===== src/rtl/one_index_emitter.sv =====
// one_index_emitter: turns "need K entries" into the K lowest set-bit positions of a free mask, one per cycle.
module one_index_emitter #(
  parameter int DATA_WIDTH = 8,
  localparam int CNT_WIDTH = $clog2(DATA_WIDTH) + 1,
  localparam int IDX_WIDTH = (DATA_WIDTH > 1) ? $clog2(DATA_WIDTH) : 1
) (
  input  logic                  clk,
  input  logic                  rst,
  input  logic                  flush_i,
  input  logic                  req_vld_i,
  output logic                  req_rdy_o,
  input  logic [DATA_WIDTH-1:0] req_mask_i,
  input  logic [CNT_WIDTH-1:0]  req_cnt_i,
  output logic                  idx_vld_o,
  input  logic                  idx_rdy_i,
  output logic [IDX_WIDTH-1:0]  idx_o,
  output logic                  idx_last_o,
  output logic                  done_vld_o,
  output logic [DATA_WIDTH-1:0] granted_mask_o,
  output logic [CNT_WIDTH-1:0]  granted_cnt_o
);
  typedef enum logic [1:0] {IDLE, EMIT, DONE} state_t;
  state_t                state_q, state_d;
  logic [DATA_WIDTH-1:0] rem_mask_q, rem_mask_d, grant_mask_q, grant_mask_d;
  logic [DATA_WIDTH-1:0] out_mask_q, out_mask_d, low_bit;
  logic [CNT_WIDTH-1:0]  rem_cnt_q, rem_cnt_d, eff_cnt_q, eff_cnt_d;
  logic [CNT_WIDTH-1:0]  out_cnt_q, out_cnt_d, ones, eff;
  logic [IDX_WIDTH-1:0]  low_idx;
  always_comb begin
    low_idx = '0;
    for (int i = DATA_WIDTH - 1; i >= 0; i--) if (rem_mask_q[i]) low_idx = IDX_WIDTH'(i);
    ones = '0;
    for (int i = 0; i < DATA_WIDTH; i++) ones = ones + CNT_WIDTH'(req_mask_i[i]);
    eff = (req_cnt_i < ones) ? req_cnt_i : ones;
    low_bit = DATA_WIDTH'(1) << low_idx;
    state_d = state_q;
    rem_mask_d = rem_mask_q;
    grant_mask_d = grant_mask_q;
    rem_cnt_d = rem_cnt_q;
    eff_cnt_d = eff_cnt_q;
    out_mask_d = out_mask_q;
    out_cnt_d = out_cnt_q;
    if (flush_i) begin
      state_d = IDLE;
      rem_cnt_d = '0;
    end else if (state_q == IDLE && req_vld_i) begin
      rem_mask_d = req_mask_i;
      rem_cnt_d = eff;
      eff_cnt_d = eff;
      grant_mask_d = '0;
      state_d = (eff == '0) ? DONE : EMIT;
      if (eff == '0) begin
        out_mask_d = '0;
        out_cnt_d = '0;
      end
    end else if (state_q == EMIT && idx_rdy_i) begin
      rem_mask_d = rem_mask_q & ~low_bit;
      grant_mask_d = grant_mask_q | low_bit;
      rem_cnt_d = rem_cnt_q - CNT_WIDTH'(1);
      // Granted results are captured on the way into DONE so they can hold afterwards.
      if (rem_cnt_q == CNT_WIDTH'(1)) begin
        state_d = DONE;
        out_mask_d = grant_mask_q | low_bit;
        out_cnt_d = eff_cnt_q;
      end
    end else if (state_q == DONE) begin
      state_d = IDLE;
    end
  end
  always_ff @(posedge clk or negedge rst) begin
    if (!rst) begin
      state_q <= IDLE;
      rem_mask_q <= '0;
      grant_mask_q <= '0;
      rem_cnt_q <= '0;
      eff_cnt_q <= '0;
      out_mask_q <= '0;
      out_cnt_q <= '0;
    end else begin
      state_q <= state_d;
      rem_mask_q <= rem_mask_d;
      grant_mask_q <= grant_mask_d;
      rem_cnt_q <= rem_cnt_d;
      eff_cnt_q <= eff_cnt_d;
      out_mask_q <= out_mask_d;
      out_cnt_q <= out_cnt_d;
    end
  end
  assign req_rdy_o      = state_q == IDLE;
  assign idx_vld_o      = state_q == EMIT;
  assign idx_o          = idx_vld_o ? low_idx : '0;
  assign idx_last_o     = idx_vld_o && rem_cnt_q == CNT_WIDTH'(1);
  assign done_vld_o     = state_q == DONE;
  assign granted_mask_o = out_mask_q;
  assign granted_cnt_o  = out_cnt_q;
endmodule


===== config.mk =====
export PLATFORM = sky130hd
export DESIGN_NAME = one_index_emitter
export DESIGN_NICKNAME = d
export VERILOG_FILES = /design/src/rtl/one_index_emitter.sv
export SDC_FILE = /design/constraint.sdc
export NUM_CORES = 1
export LEC_CHECK = 0
export CAP_MARGIN = 40
export CELL_PAD_IN_SITES_DETAIL_PLACEMENT = 0
export CELL_PAD_IN_SITES_GLOBAL_PLACEMENT = 1
export CORE_MARGIN = 10
export CORE_UTILIZATION = 41
export DETAILED_ROUTE_END_ITERATION = 8
export GPL_ROUTABILITY_DRIVEN = 0
export HOLD_SLACK_MARGIN = 0.1
export PLACE_DENSITY = 0.8
export SYNTH_ARGS = -nofsm -noshare
export SYNTH_HDL_FRONTEND = slang
export SYNTH_SLANG_ARGS = --single-unit

===== constraint.sdc =====
create_clock -name clk -period 2.4 [get_ports clk]
set_clock_uncertainty 0.15 [all_clocks]
set_input_delay 0.24 -clock clk [delete_from_list [all_inputs] [get_ports clk]]
set_output_delay 0.24 -clock clk [all_outputs]
set_load 0.01 [all_outputs]

After elaboration in Yosys (flattened, before gate mapping). Cells that the tools add are included. Widths: inputs -> output; s select.

Add/subtract/negate cells: 8. $lt $le $gt $ge: 1. Equal/unequal tests: 5. Shift operators: 1. Multiplexer cells: 31. Bitwise operators: 4. Reduce and logical (&&, ||, !) cells: 13.

Operators with widths (number): $mux 8 (8); $mux 4 (8); $mux 3 (9); $add 4x1->4 (4); $mux 2 (6); $and 8x8->8 (1); $not 8->8 (1); $or 8x8->8 (1); $shl 1x3->8 const A (1); $reduce_and 2->1 (3); $add 3x1->4 (1); $eq 4x1->1 const B (1); $logic_not 4->1 (1); $lt 4x4->1 (1); $ne 4x3->1 const B (1); $reduce_and 4->1 (1); $reduce_bool 2->1 (2); $reduce_bool 4->1 (1); $sub 4x1->4 const B (1); $add 2x1->3 (1); $logic_and 1x1->1 (3); $reduce_bool 3->1 (1); $add 1x1->2 (1); $eq 2x1->1 const B (1); other kinds (4) (4).

Register bits: 38. Word-level logic and storage cells: 70.

Logic depth before layout (Yosys ltp). Gate-level depths: netlist of the first run.

Word-level depth: 13. Mapped depth: 16. Depth with buffers taken out: 15.

Worst setup path after synthesis of the first run. No wires, ideal clock.

Path type: input port to flip-flop. From: input port req_mask_i[0]. To: register out_mask_q[3] (netlist: granted_mask_o[3]). Setup time: 0.101 ns. Arrival time: 3.782 ns. Required time: 2.149 ns. Setup slack: -1.633 ns. Stages: 15. Buffers on the path: 1. Cells stage by stage: inv_1 > fa_1 > fa_1 > fa_1 > inv_1 > ha_1 > inv_1 > fa_1 > ha_1 > o21ai_0 > o211a_1 > a211oi_2 > a211oi_2 > buf_4 > o32ai_1.

Longest elaborated chain between the ends: 12.

Ends and longest elaborated chain: start: declaration (RTL line 12) `input logic [DATA_WIDTH-1:0] req_mask_i,`; $add 1x1->2 * (RTL line 33) `for (int i = 0; i < DATA_WIDTH; i++) ones = ones + CNT_WIDTH'(req_mask_i[i]);`; $add 2x1->3 * (RTL line 33); $add 3x1->4 * (RTL line 33); $add 4x1->4 * (4 in a row) (RTL line 33); $lt 4x4->1 (RTL line 34) `eff = (req_cnt_i < ones) ? req_cnt_i : ones;`; $mux 4 * (RTL line 34); $logic_not 4->1 * (RTL line 52) `if (eff == '0) begin`; $ne 2x1->1 (no source line) *; $reduce_and 4->1 (no source line) *; end signal: assignment (RTL line 85) `out_mask_q <= out_mask_d;`; end: declaration (RTL line 25) `logic [DATA_WIDTH-1:0] out_mask_q, out_mask_d, low_bit;`.

Every way passes the cells marked *; elsewhere a longest branch is shown, timed or not. A chain may end at the register's enable or synchronous reset.

Worst setup path after layout of the first run.
From: input port req_mask_i[0]. To: register state_q[1].

Longest elaborated chain between the ends: 13.

Ends and longest elaborated chain: $add 1x1->2 * (RTL line 33); $add 2x1->3 * (RTL line 33); $add 3x1->4 * (RTL line 33); $add 4x1->4 * (4 in a row) (RTL line 33); $lt 4x4->1 (RTL line 34); $mux 4 * (RTL line 34); $logic_not 4->1 * (RTL line 51) `state_d = (eff == '0) ? DONE : EMIT;`; $mux 2 * (RTL line 51); $mux 2 * (RTL line 46) `end else if (state_q == IDLE && req_vld_i) begin`; $mux 2 * (RTL line 43) `if (flush_i) begin`; end signal: assignment (RTL line 80) `state_q <= state_d;`; end: declaration (RTL line 23) `state_t state_q, state_d;`.

Marks and branches as above.

==> results.cfg, run 1 <==
[worst_setup_path]
crit_top_cell = fa_1
path_max_fanout = 11
worst-path-buf-inv = 5
cp-end-kind = flip-flop
setup.worst_path.start_class = input pin
regToRegStartpoint = rem_cnt_q[1]
critPathLaunch = req_mask_i[0]
cpPeakStageDelay_ns = 0.54
cp.arrival_ns = 3.97
crit_family = adder cells
regToRegSetupSlack_ns = 0.12
critPathKind = input pin to flip-flop
required_ns = 2.43
cp_slowest_cell = fa_1
path_cells = buf_8, inv_8, fa_1, fa_1, fa_1, inv_2, ha_4, inv_2, fa_2, ha_4, o21ai_2, o211a_1, a211oi_4, a211oi_4, buf_12, a211o_1

[clocking]
cts.clk_slew.worst_paths_ns = 0.08
cts_buffer_depth = 2
cts_root_buf = clkbuf_8
cts_buffers = 5
clock_sinks = 38
htree_levels = 2
cts_tree = done
insertion_delay_ns = 0.29

[synth]
ys_types = 55
seq_area_frac_synth_pct = 40.58
synth_top_flop_cell = dfrtp_1
synth_top_area_share_pct = 40.58
ys_ff_latch = 38
syn_area_sq_mm = 0.002343
ys.warnings.count = 0
postSynthCellCount = 259
avgSynthCellArea_sq_um = 9.048
synth_nets = 288
synth.area.top_cells = dfrtp_1, inv_1, ha_1, nand2_1, fa_1
synth_edf_count = 0
synth_area_leader_cell = dfrtp_1
synth-async-reset-ratio_pct = 100.0

[run_status]
outcome = finished, violations left
violations = negative setup slack

[pwr]
sw_frac_of_total_pct = 39.81
intPower_mw = 2.046
p_total_mw = 3.399
p_comb_share_pct = 56.2
switchingPower_mw = 1.353
p_clk_share_pct = 13.0
ir_drop_v = 0.0004846
powerDensity_mw_per_mm2 = 964.0
p_leak_nw = 1.604
power_frac_seq_pct = 30.8

[timing]
slew_viol_final = 0
final.setup.tns_ns = -29.12
final_hold_viol_count = 0
finalCriticalPeriod_ns = 3.946
finalSetupViolCount = 22
timing.fmax_mhz = 253.4
worst_slack_ns = -1.546
fin_crit_sh_pct = 164.4
slew_headroom_pct = 61.92
worst-slew-pin-transition_ns = 0.5711
rsz0062_at_grt = true

[final_layout]
multiInputGateArea_sq_mm = 0.001420
regArea_sq_um = 952.2
final_layout_size_suffix_gt1_share_pct = 32.75
fillers = 470
areaGrowthSynthToFinish_pct = 50.45
nets = 373
num_antenna_cells = 0

[drt]
routed_wl_microns = 7024
remaining_drc_errors = 0
viasPerCell = 5.372
drtIter0Drc = 130
first_pass_iters = 4
final_antenna_net_count = 0
drt-wirelength-per-cell_microns = 16.84
vias = 2240

[global_route]
overflow = 0
grt_use_total_pct = 15.91
antenna_found_initial = 0
grtUsageMet3_pct = 2.985
grt_use_met1_pct = 17.52
grt_pass1_wl_microns = 11500
busiest_layer = met2
use_met2_pct = 28.72
grt_max_degree = 21
grt_pass1_vias = 2358

[die]
fp.coreArea_sq_mm = 0.005540
ioPinCount = 36
die_w_microns = 95.61
die_y_microns = 95.61
initial_core_util_pct = 42.30
rows = 27
dieArea_sq_mm = 0.009140

[place]
io_buffers = 35
dp_hpwl_microns = 4888

[flow_run]
drv_cap = 0

[worst_hold_path]
hp-start = req_mask_i[5]
hold_path_class = input pin to flip-flop
==> sequential cells by signal (all words and copies together), names as in the netlist <==
register	flops
grant_mask_q	8
granted_mask_o	8
rem_mask_q	8
eff_cnt_q	4
granted_cnt_o	4
rem_cnt_q	4
state_q	2
==> power by group through the flow <==
| stage | clock (mW) | sequential (mW) | combinational (mW) |
|---|---|---|---|
| finish | 0.443 | 1.05 | 1.91 |
| detailed placement | 0 | 1.06 | 1.61 |
| floorplan | 0 | 1.06 | 0.945 |
| CTS | 0.452 | 1.04 | 1.77 |
| global placement | 0 | 1.04 | 1.59 |
| global route | 0.483 | 1.08 | 2.08 |
==> layer usage <==
metal  up-vias  share of wire, %  wire length, microns
met4         0               3.1                   218
li1       1076                 -                     -
met5         -                 0                     0
met3        19               4.3                   301
met2        64                52                  3661
met1      1081                40                  2843
==> final timing paths <==
check                                    endpoint  depth (start not counted)
worst max-delay path                   state_q[1]                         16
worst min-delay path                rem_mask_q[5]                          3
worst max register to register  granted_mask_o[0]                          8
worst min register to register    grant_mask_q[3]                          2
max in group asynchronous       granted_mask_o[2]                          3
min in group asynchronous           rem_mask_q[5]                          2
==> stage by stage <==
stage / std cells / hold WS [ns] / area (sq um) / utilization [%] / worst slack, ns
finish: 417 / 0.1813 / 3526 / 63.64 / -1.546
floorplan: 259 / -0.2056 / 2369 / - / -1.526
global route: 417 / 0.2055 / 3526 / 63.64 / -1.651
CTS: 430 / 0.1476 / 3502 / 63.21 / -1.590
global placement: 385 / 0.2469 / 2974 / 53.68 / -2.270
detailed placement: 386 / 0.08409 / 3002 / 54.18 / -2.353
==> cell usage after synthesis (4+ instances only) <==
| library cell | instances |
|---|---|
| nor2_1 | 19 |
| a211oi_1 | 6 |
| fa_1 | 4 |
| o21ai_0 | 13 |
| a21oi_1 | 12 |
| inv_1 | 28 |
| clkbuf_1 | 8 |
| nor3_1 | 8 |
| nand2_1 | 22 |
| or3_1 | 5 |
| o31ai_1 | 6 |
| dfrtp_1 | 38 |
| nor4_1 | 4 |
| ha_1 | 8 |
| nand2b_1 | 4 |
| o21ai_1 | 8 |
| and2_1 | 4 |
==> repair_timing <==
action / 4_1_cts / 5_1_grt
setup endpoints to repair: 25 / 26
gates resized for setup: 48 / 26
hold buffers: 2 / 0
cloned: 0 / 0
buffers inserted: 37 / 5
hold endpoints to repair: 20 / 0
pin swaps: 11 / 10
==> cell usage in the layout, fill, tap and decap left out, drive strengths merged, types with 5 or more instances in the layout <==
master,netlist,final
clkbuf,8,5
a211oi,9,9
buf,6,59
nand2,22,22
a21oi,13,13
dfrtp,38,38
o21ai,21,21
or3,5,5
clkdlybuf4s50,0,26
o31ai,6,6
inv,28,28
nor2,20,20
nor3,9,9
ha,8,8
==> tightest hold or removal path, delay by kind of cell <==
kind,cells,cell delay (ns)
buf+inv,2,0.24
compound gates,1,0.12
==> layout make-up <==
class                      count  area share (%)
clock buffer                   5           1.952
clock inverter                 3          0.6033
inverter                      28           3.265
multi-input combinational    179           40.28
sequential                    38           27.00
tap                           72           2.555
timing repair buffer          92           24.34
==> kinds of logic after synthesis <==
group / after synthesis / synth area share (%)
fa+ha+maj: 12 / 7.689
compound gates: 75 / 22.10
buf+inv: 42 / 7.795
mux: 5 / 2.242
simple gates: 83 / 18.10
xor+xnor: 4 / 1.495
flops: 38 / 40.58
(Power assumes the default switching activity.)
==> inputs of run 2 (changes only) <==
--- a/config.mk
+++ b/config.mk
@@ -14,6 +14,8 @@
 export GPL_ROUTABILITY_DRIVEN = 0
 export HOLD_SLACK_MARGIN = 0.1
 export PLACE_DENSITY = 0.8
+export RECOVER_POWER = 100
+export REMOVE_ABC_BUFFERS = 1
 export SYNTH_ARGS = -nofsm -noshare
 export SYNTH_HDL_FRONTEND = slang
 export SYNTH_SLANG_ARGS = --single-unit
==> run 2 against run 1 <==
  * Global-route usage shrank 1.7 points
  * First-iteration DRC count is 6.2% lower
  * Register-to-register slack barely moved
  * Cell count down 2.9%
  * Sequential power about the same
  * Core utilization shrank 2.8 points
  * The run still ends with negative setup slack left
  * Clock-buffer cell count up 1
  * Clock power grew 25%
==> results.cfg, run 2 (synthesis results as in run 1) <==
[run_status]
outcome = finished, violations left
violations = negative setup slack

[timing]
slew_headroom_pct = 41.60
timing.fmax_mhz = 249.8
final_hold_viol_count = 0
slew_viol_final = 0
whs_ns = 0.2438
rsz0062_at_grt = true
final.setup.tns_ns = -29.49
finalCriticalPeriod_ns = 4.004
worst_slack_ns = -1.604
worst-slew-pin-transition_ns = 0.8760
finalSetupViolCount = 22
fin_crit_sh_pct = 166.8

[global_route]
busiest_layer = met2
grt_pass1_vias = 2229
antenna_found_initial = 0
grt_use_total_pct = 14.21
grtUsageMet3_pct = 3.378
grt_max_degree = 24
overflow = 0
use_met2_pct = 23.98
grt_use_met1_pct = 17.61
grt_pass1_wl_microns = 10480

[drt]
first_pass_iters = 4
remaining_drc_errors = 0
drtIter0Drc = 122
viasPerCell = 5.343
final_antenna_net_count = 0
drt-wirelength-per-cell_microns = 15.66
vias = 2164
routed_wl_microns = 6344

[clocking]
cts_buffer_depth = 2
cts_root_buf = clkbuf_8
cts_tree = done
cts_buffers = 5
clock_sinks = 38
cts.clk_slew.worst_paths_ns = 0.07
insertion_delay_ns = 0.29
htree_levels = 2

[die]
die_w_microns = 95.61
dieArea_sq_mm = 0.009140
fp.coreArea_sq_mm = 0.005540
die_y_microns = 95.61
initial_core_util_pct = 42.30
ioPinCount = 36
rows = 27

[flow_run]
drv_cap = 0

[final_layout]
final_layout_size_suffix_gt1_share_pct = 30.03
multiInputGateArea_sq_mm = 0.001413
regArea_sq_um = 952.2
nets = 362
final_common_cell = dfrtp_1
final_cell_mix = dfrtp_1, buf_4, inv_1, nand2_1, nor2_1
fillers = 506
areaGrowthSynthToFinish_pct = 43.83
num_antenna_cells = 0

[place]
io_buffers = 35
dp_hpwl_microns = 4686

[pwr]
powerDensity_mw_per_mm2 = 1001
ir_drop_v = 0.0004325
power_frac_seq_pct = 30.8
sw_frac_of_total_pct = 37.94
p_comb_share_pct = 52.8
p_clk_share_pct = 16.4
switchingPower_mw = 1.280
intPower_mw = 2.093
p_leak_nw = 1.512

[worst_setup_path]
cp-end-kind = flip-flop
setup.worst_path.start_class = input pin
required_ns = 2.42
critPathKind = input pin to flip-flop
cp.arrival_ns = 4.02
path_max_fanout = 5

[worst_hold_path]
hold_path_class = input pin to flip-flop
## run 2: changes by cell type in the layout (fill, tap and decap cells not counted), sizes merged
cell           before  now
clkinv              2    0
clkdlybuf4s50      26   12
dlygate4sd2         2    3
clkinvlp            1    0
bufinv              0    1
buf                59   41
dlygate4sd3         2   17
clkbuf              5   14
dlymetal6s2s        3    0
## run 2: worst paths after layout
kind	from	end	slack, ns	cells past startpoint
min in group asynchronous	rst	rem_mask_q[5]	0.43	2
worst min-delay path	req_mask_i[0]	rem_mask_q[0]	0.24	5
worst min register to register	grant_mask_q[2]	grant_mask_q[2]	0.33	2
worst max register to register	state_q[1]	eff_cnt_q[1]	0.12	6
worst max-delay path	req_mask_i[0]	state_q[1]	-1.60	17
max in group asynchronous	rst	state_q[1]	0.58	3
## run 2: metrics by stage
| step | std cells | instance area [sq um] | util (%) | power [mW] | setup slack (ns) |
|---|---|---|---|---|---|
| detailed placement | 390 | 3007 | 54.27 | 2.632 | -2.353 |
| CTS | 404 | 3247 | 58.60 | 3.298 | -1.537 |
| finish | 405 | 3371 | 60.84 | 3.373 | -1.604 |
| global route | 405 | 3371 | 60.84 | 3.622 | -1.692 |
| floorplan | 245 | 2266 | - | 1.916 | -1.771 |
| global placement | 389 | 2979 | 53.77 | 2.604 | -2.313 |
## run 2: worst max-delay path: stages
cell and delay (ns):
buf_6 0.07, inv_4 0.03, fa_1 0.55, fa_1 0.43, fa_2 0.55, inv_2 0.04
ha_4 0.15, inv_2 0.05, fa_2 0.45, ha_4 0.30, o21ai_2 0.07, o211a_1 0.22
a211oi_2 0.26, a211oi_2 0.10, buf_4 0.16, buf_6 0.13, a211o_1 0.22
## run 2: layout make-up
type,instances,share of cell area (%)
Multi-Input combinational cell,179,41.91
Sequential cell,38,28.25
Timing Repair Buffer,81,20.64
Inverter,28,3.192
Tap cell,72,2.673
Clock buffer,6,2.450
Clock inverter,1,0.8909
## run 2: routing by layer
layer / share of wire [%] / up-vias
met4: 0.63 / 0
met1: 45 / 1063
li1: - / 1055
met3: 4.7 / 5
met5: 0 / -
met2: 50 / 41
## run 2: power by group through the flow
stage | sequential [mW] | combinational, mW | clock (mW)
floorplan | 1.08 | 0.837 | 0
CTS | 1.04 | 1.70 | 0.562
detailed placement | 1.05 | 1.58 | 0
finish | 1.04 | 1.78 | 0.553
global placement | 1.05 | 1.56 | 0
global route | 1.07 | 1.96 | 0.590
## run 2: repair_timing
item / 4_1_cts / 5_1_grt
endpoints found under the setup margin: 25 / 23
endpoints found under the hold margin: 39 / 0
pin swaps: 10 / 15
buffers inserted: 4 / 2
gates resized for setup: 35 / 38
hold buffers: 2 / 0
cloned: 1 / 0
==> inputs of run 3 (changes only) <==
--- a/config.mk
+++ b/config.mk
@@ -9,11 +9,12 @@
 export CELL_PAD_IN_SITES_DETAIL_PLACEMENT = 0
 export CELL_PAD_IN_SITES_GLOBAL_PLACEMENT = 1
 export CORE_MARGIN = 10
-export CORE_UTILIZATION = 41
+export CORE_UTILIZATION = 44
+export CTS_CLUSTER_DIAMETER = 100
 export DETAILED_ROUTE_END_ITERATION = 8
 export GPL_ROUTABILITY_DRIVEN = 0
 export HOLD_SLACK_MARGIN = 0.1
-export PLACE_DENSITY = 0.8
+export PLACE_DENSITY = 0.85
 export RECOVER_POWER = 100
 export REMOVE_ABC_BUFFERS = 1
 export SYNTH_ARGS = -nofsm -noshare
==> constraint.sdc (replaced) <==
create_clock -name clk -period 5.1 [get_ports clk]
set_clock_uncertainty 0.15 [all_clocks]
set_input_delay 0.51 -clock clk [delete_from_list [all_inputs] [get_ports clk]]
set_output_delay 0.51 -clock clk [all_outputs]
set_load 0.01 [all_outputs]
==> run 3 against run 2 <==
  * The flow now finishes without violations
  * First-iteration DRC count increased by 23%
  * Register-to-register slack improved by 2.3 ns
  * Via count decreased by 8.3%
  * Clock power decreased by 60%
  * Largest cell class unchanged
  * Design area decreased by 17%
  * Sequential power decreased by 51%
  * Critical endpoint is now granted_mask_o[3]
  * Total power decreased by 60%
  * Critical path depth decreased by 1
==> results.cfg, run 3 (synthesis results as in run 1) <==
[place]
io_buffers = 35
dp_hpwl_microns = 4413

[clocking]
cts.clk_slew.worst_paths_ns = 0.08
ctsHoldBuffers = 1
clock_sinks = 38
cts_root_buf = clkbuf_8
cts_buffer_depth = 2
cts_setup_buffers = 0
htree_levels = 2
insertion_delay_ns = 0.30
cts_buffers = 5
cts_tree = done
ctsResizeCount = 0

[global_route]
grt_max_degree = 21
grt_use_total_pct = 13.68
antenna_found_initial = 0
overflow = 0
grt_pass1_wl_microns = 9570
grt_pass1_vias = 1916

[pwr]
intPower_mw = 0.7994
p_total_mw = 1.338
ir_drop_v = 0.0002021
p_clk_share_pct = 16.7
powerDensity_mw_per_mm2 = 476.3
p_leak_nw = 1.256
p_comb_share_pct = 45.6
power_frac_seq_pct = 37.8
sw_frac_of_total_pct = 40.25
switchingPower_mw = 0.5384

[timing]
timing.fmax_mhz = 209.1
slew_headroom_pct = 20.37
slew_viol_final = 0
finalCriticalPeriod_ns = 4.783
final.setup.tns_ns = 0
worst-slew-pin-transition_ns = 1.190
fin_crit_sh_pct = 93.78
finalSetupViolCount = 0
whs_ns = 0.3363
final_hold_viol_count = 0
rsz0062_at_grt = false

[worst_setup_path]
required_ns = 5.11
cp.arrival_ns = 4.79
path_max_fanout = 10
cp-end-kind = flip-flop
setup.worst_path.start_class = input pin
critPathKind = input pin to flip-flop

[die]
die_w_microns = 92.98
dieArea_sq_mm = 0.008645
fp.coreArea_sq_mm = 0.005140
rows = 26
ioPinCount = 36
initial_core_util_pct = 45.59
die_y_microns = 92.98

[final_layout]
nets = 320
final_common_cell = dfrtp_1
areaGrowthSynthToFinish_pct = 19.86
final_cell_mix = dfrtp_1, inv_1, nand2_1, dlygate4sd3_1
regArea_sq_um = 950.9
multiInputGateArea_sq_mm = 0.001197
num_antenna_cells = 0
fillers = 515
final_layout_size_suffix_gt1_share_pct = 7.534

[flow_run]
drv_cap = 0

[drt]
routed_wl_microns = 5774
drt-wirelength-per-cell_microns = 15.95
vias = 1985
remaining_drc_errors = 0
viasPerCell = 5.483
first_pass_iters = 4
drtIter0Drc = 150
final_antenna_net_count = 0

[worst_hold_path]
hold_path_class = flip-flop to flip-flop

[run_status]
outcome = completed
run 3: cell types whose count changed in the layout (fill, tap and decap cells not counted), sizes merged:
| cell | delta |
|---|---|
| dlygate4sd2 | -3 |
| buf | -39 |
| clkbuf | -6 |
| bufinv | -1 |
| clkdlybuf4s50 | +1 |
| dlygate4sd3 | +5 |
| clkinv | +1 |
| clkinvlp | +1 |
run 3: metal layers:
layer	up-vias	GRT usage [%]	share of wire (%)
li1	966	-	-
met1	953	17.51	45
met2	56	21.09	47
met3	10	4.317	5.8
met4	0	5.141	2.0
met5	-	0	0
run 3: final timing paths:
check                           startpoint                end  slack, ns  cells after the start
setup / recovery             req_mask_i[0]  granted_mask_o[3]       0.32                     16
hold / removal             grant_mask_q[3]    grant_mask_q[3]       0.34                      2
setup reg to reg                state_q[1]       eff_cnt_q[3]       2.41                      3
hold reg to reg            grant_mask_q[3]    grant_mask_q[3]       0.34                      2
max in group asynchronous              rst       eff_cnt_q[2]       2.53                      3
min in group asynchronous              rst    grant_mask_q[6]       0.74                      2
run 3: critical path, stage by stage:
cell and delay, ns:
clkdlybuf4s50_1 0.45, inv_1 0.06, fa_1 0.55, fa_1 0.43, fa_1 0.50, inv_1 0.05
ha_1 0.19, inv_1 0.07, fa_1 0.43, ha_1 0.34, o21ai_0 0.31, o211a_1 0.19
a211oi_1 0.06, a211oi_1 0.34, buf_4 0.23, o32ai_1 0.09
run 3: metrics by stage:
stage          std cells  util [%]  setup slack [ns]  cell area [sq um]
6_report             362     54.65            0.3172               2809
3_3_place_gp         352     52.80            0.1306               2714
2_1_floorplan        245         -            0.6587               2266
4_1_cts              362     55.38            0.3774               2846
3_5_place_dp         353     53.34            0.1135               2741
5_1_grt              362     54.65           0.09691               2809
run 3: final cells by class:
type,instances,share of cell area [%]
well taps,70,3.118
clock buffers,6,2.940
inverters,28,3.742
flip-flops and latches,38,33.85
multi-input cells,179,42.63
repair buffers,39,13.27
clock inverters,2,0.4454
run 3: power by group through the flow:
stage | sequential [mW] | combinational [mW] | clock [mW]
after global routing | 0.523 | 0.687 | 0.242
final | 0.505 | 0.609 | 0.223
after detailed placement | 0.512 | 0.642 | 0
after global placement | 0.510 | 0.633 | 0
after CTS | 0.507 | 0.645 | 0.226
after floorplan | 0.508 | 0.394 | 0
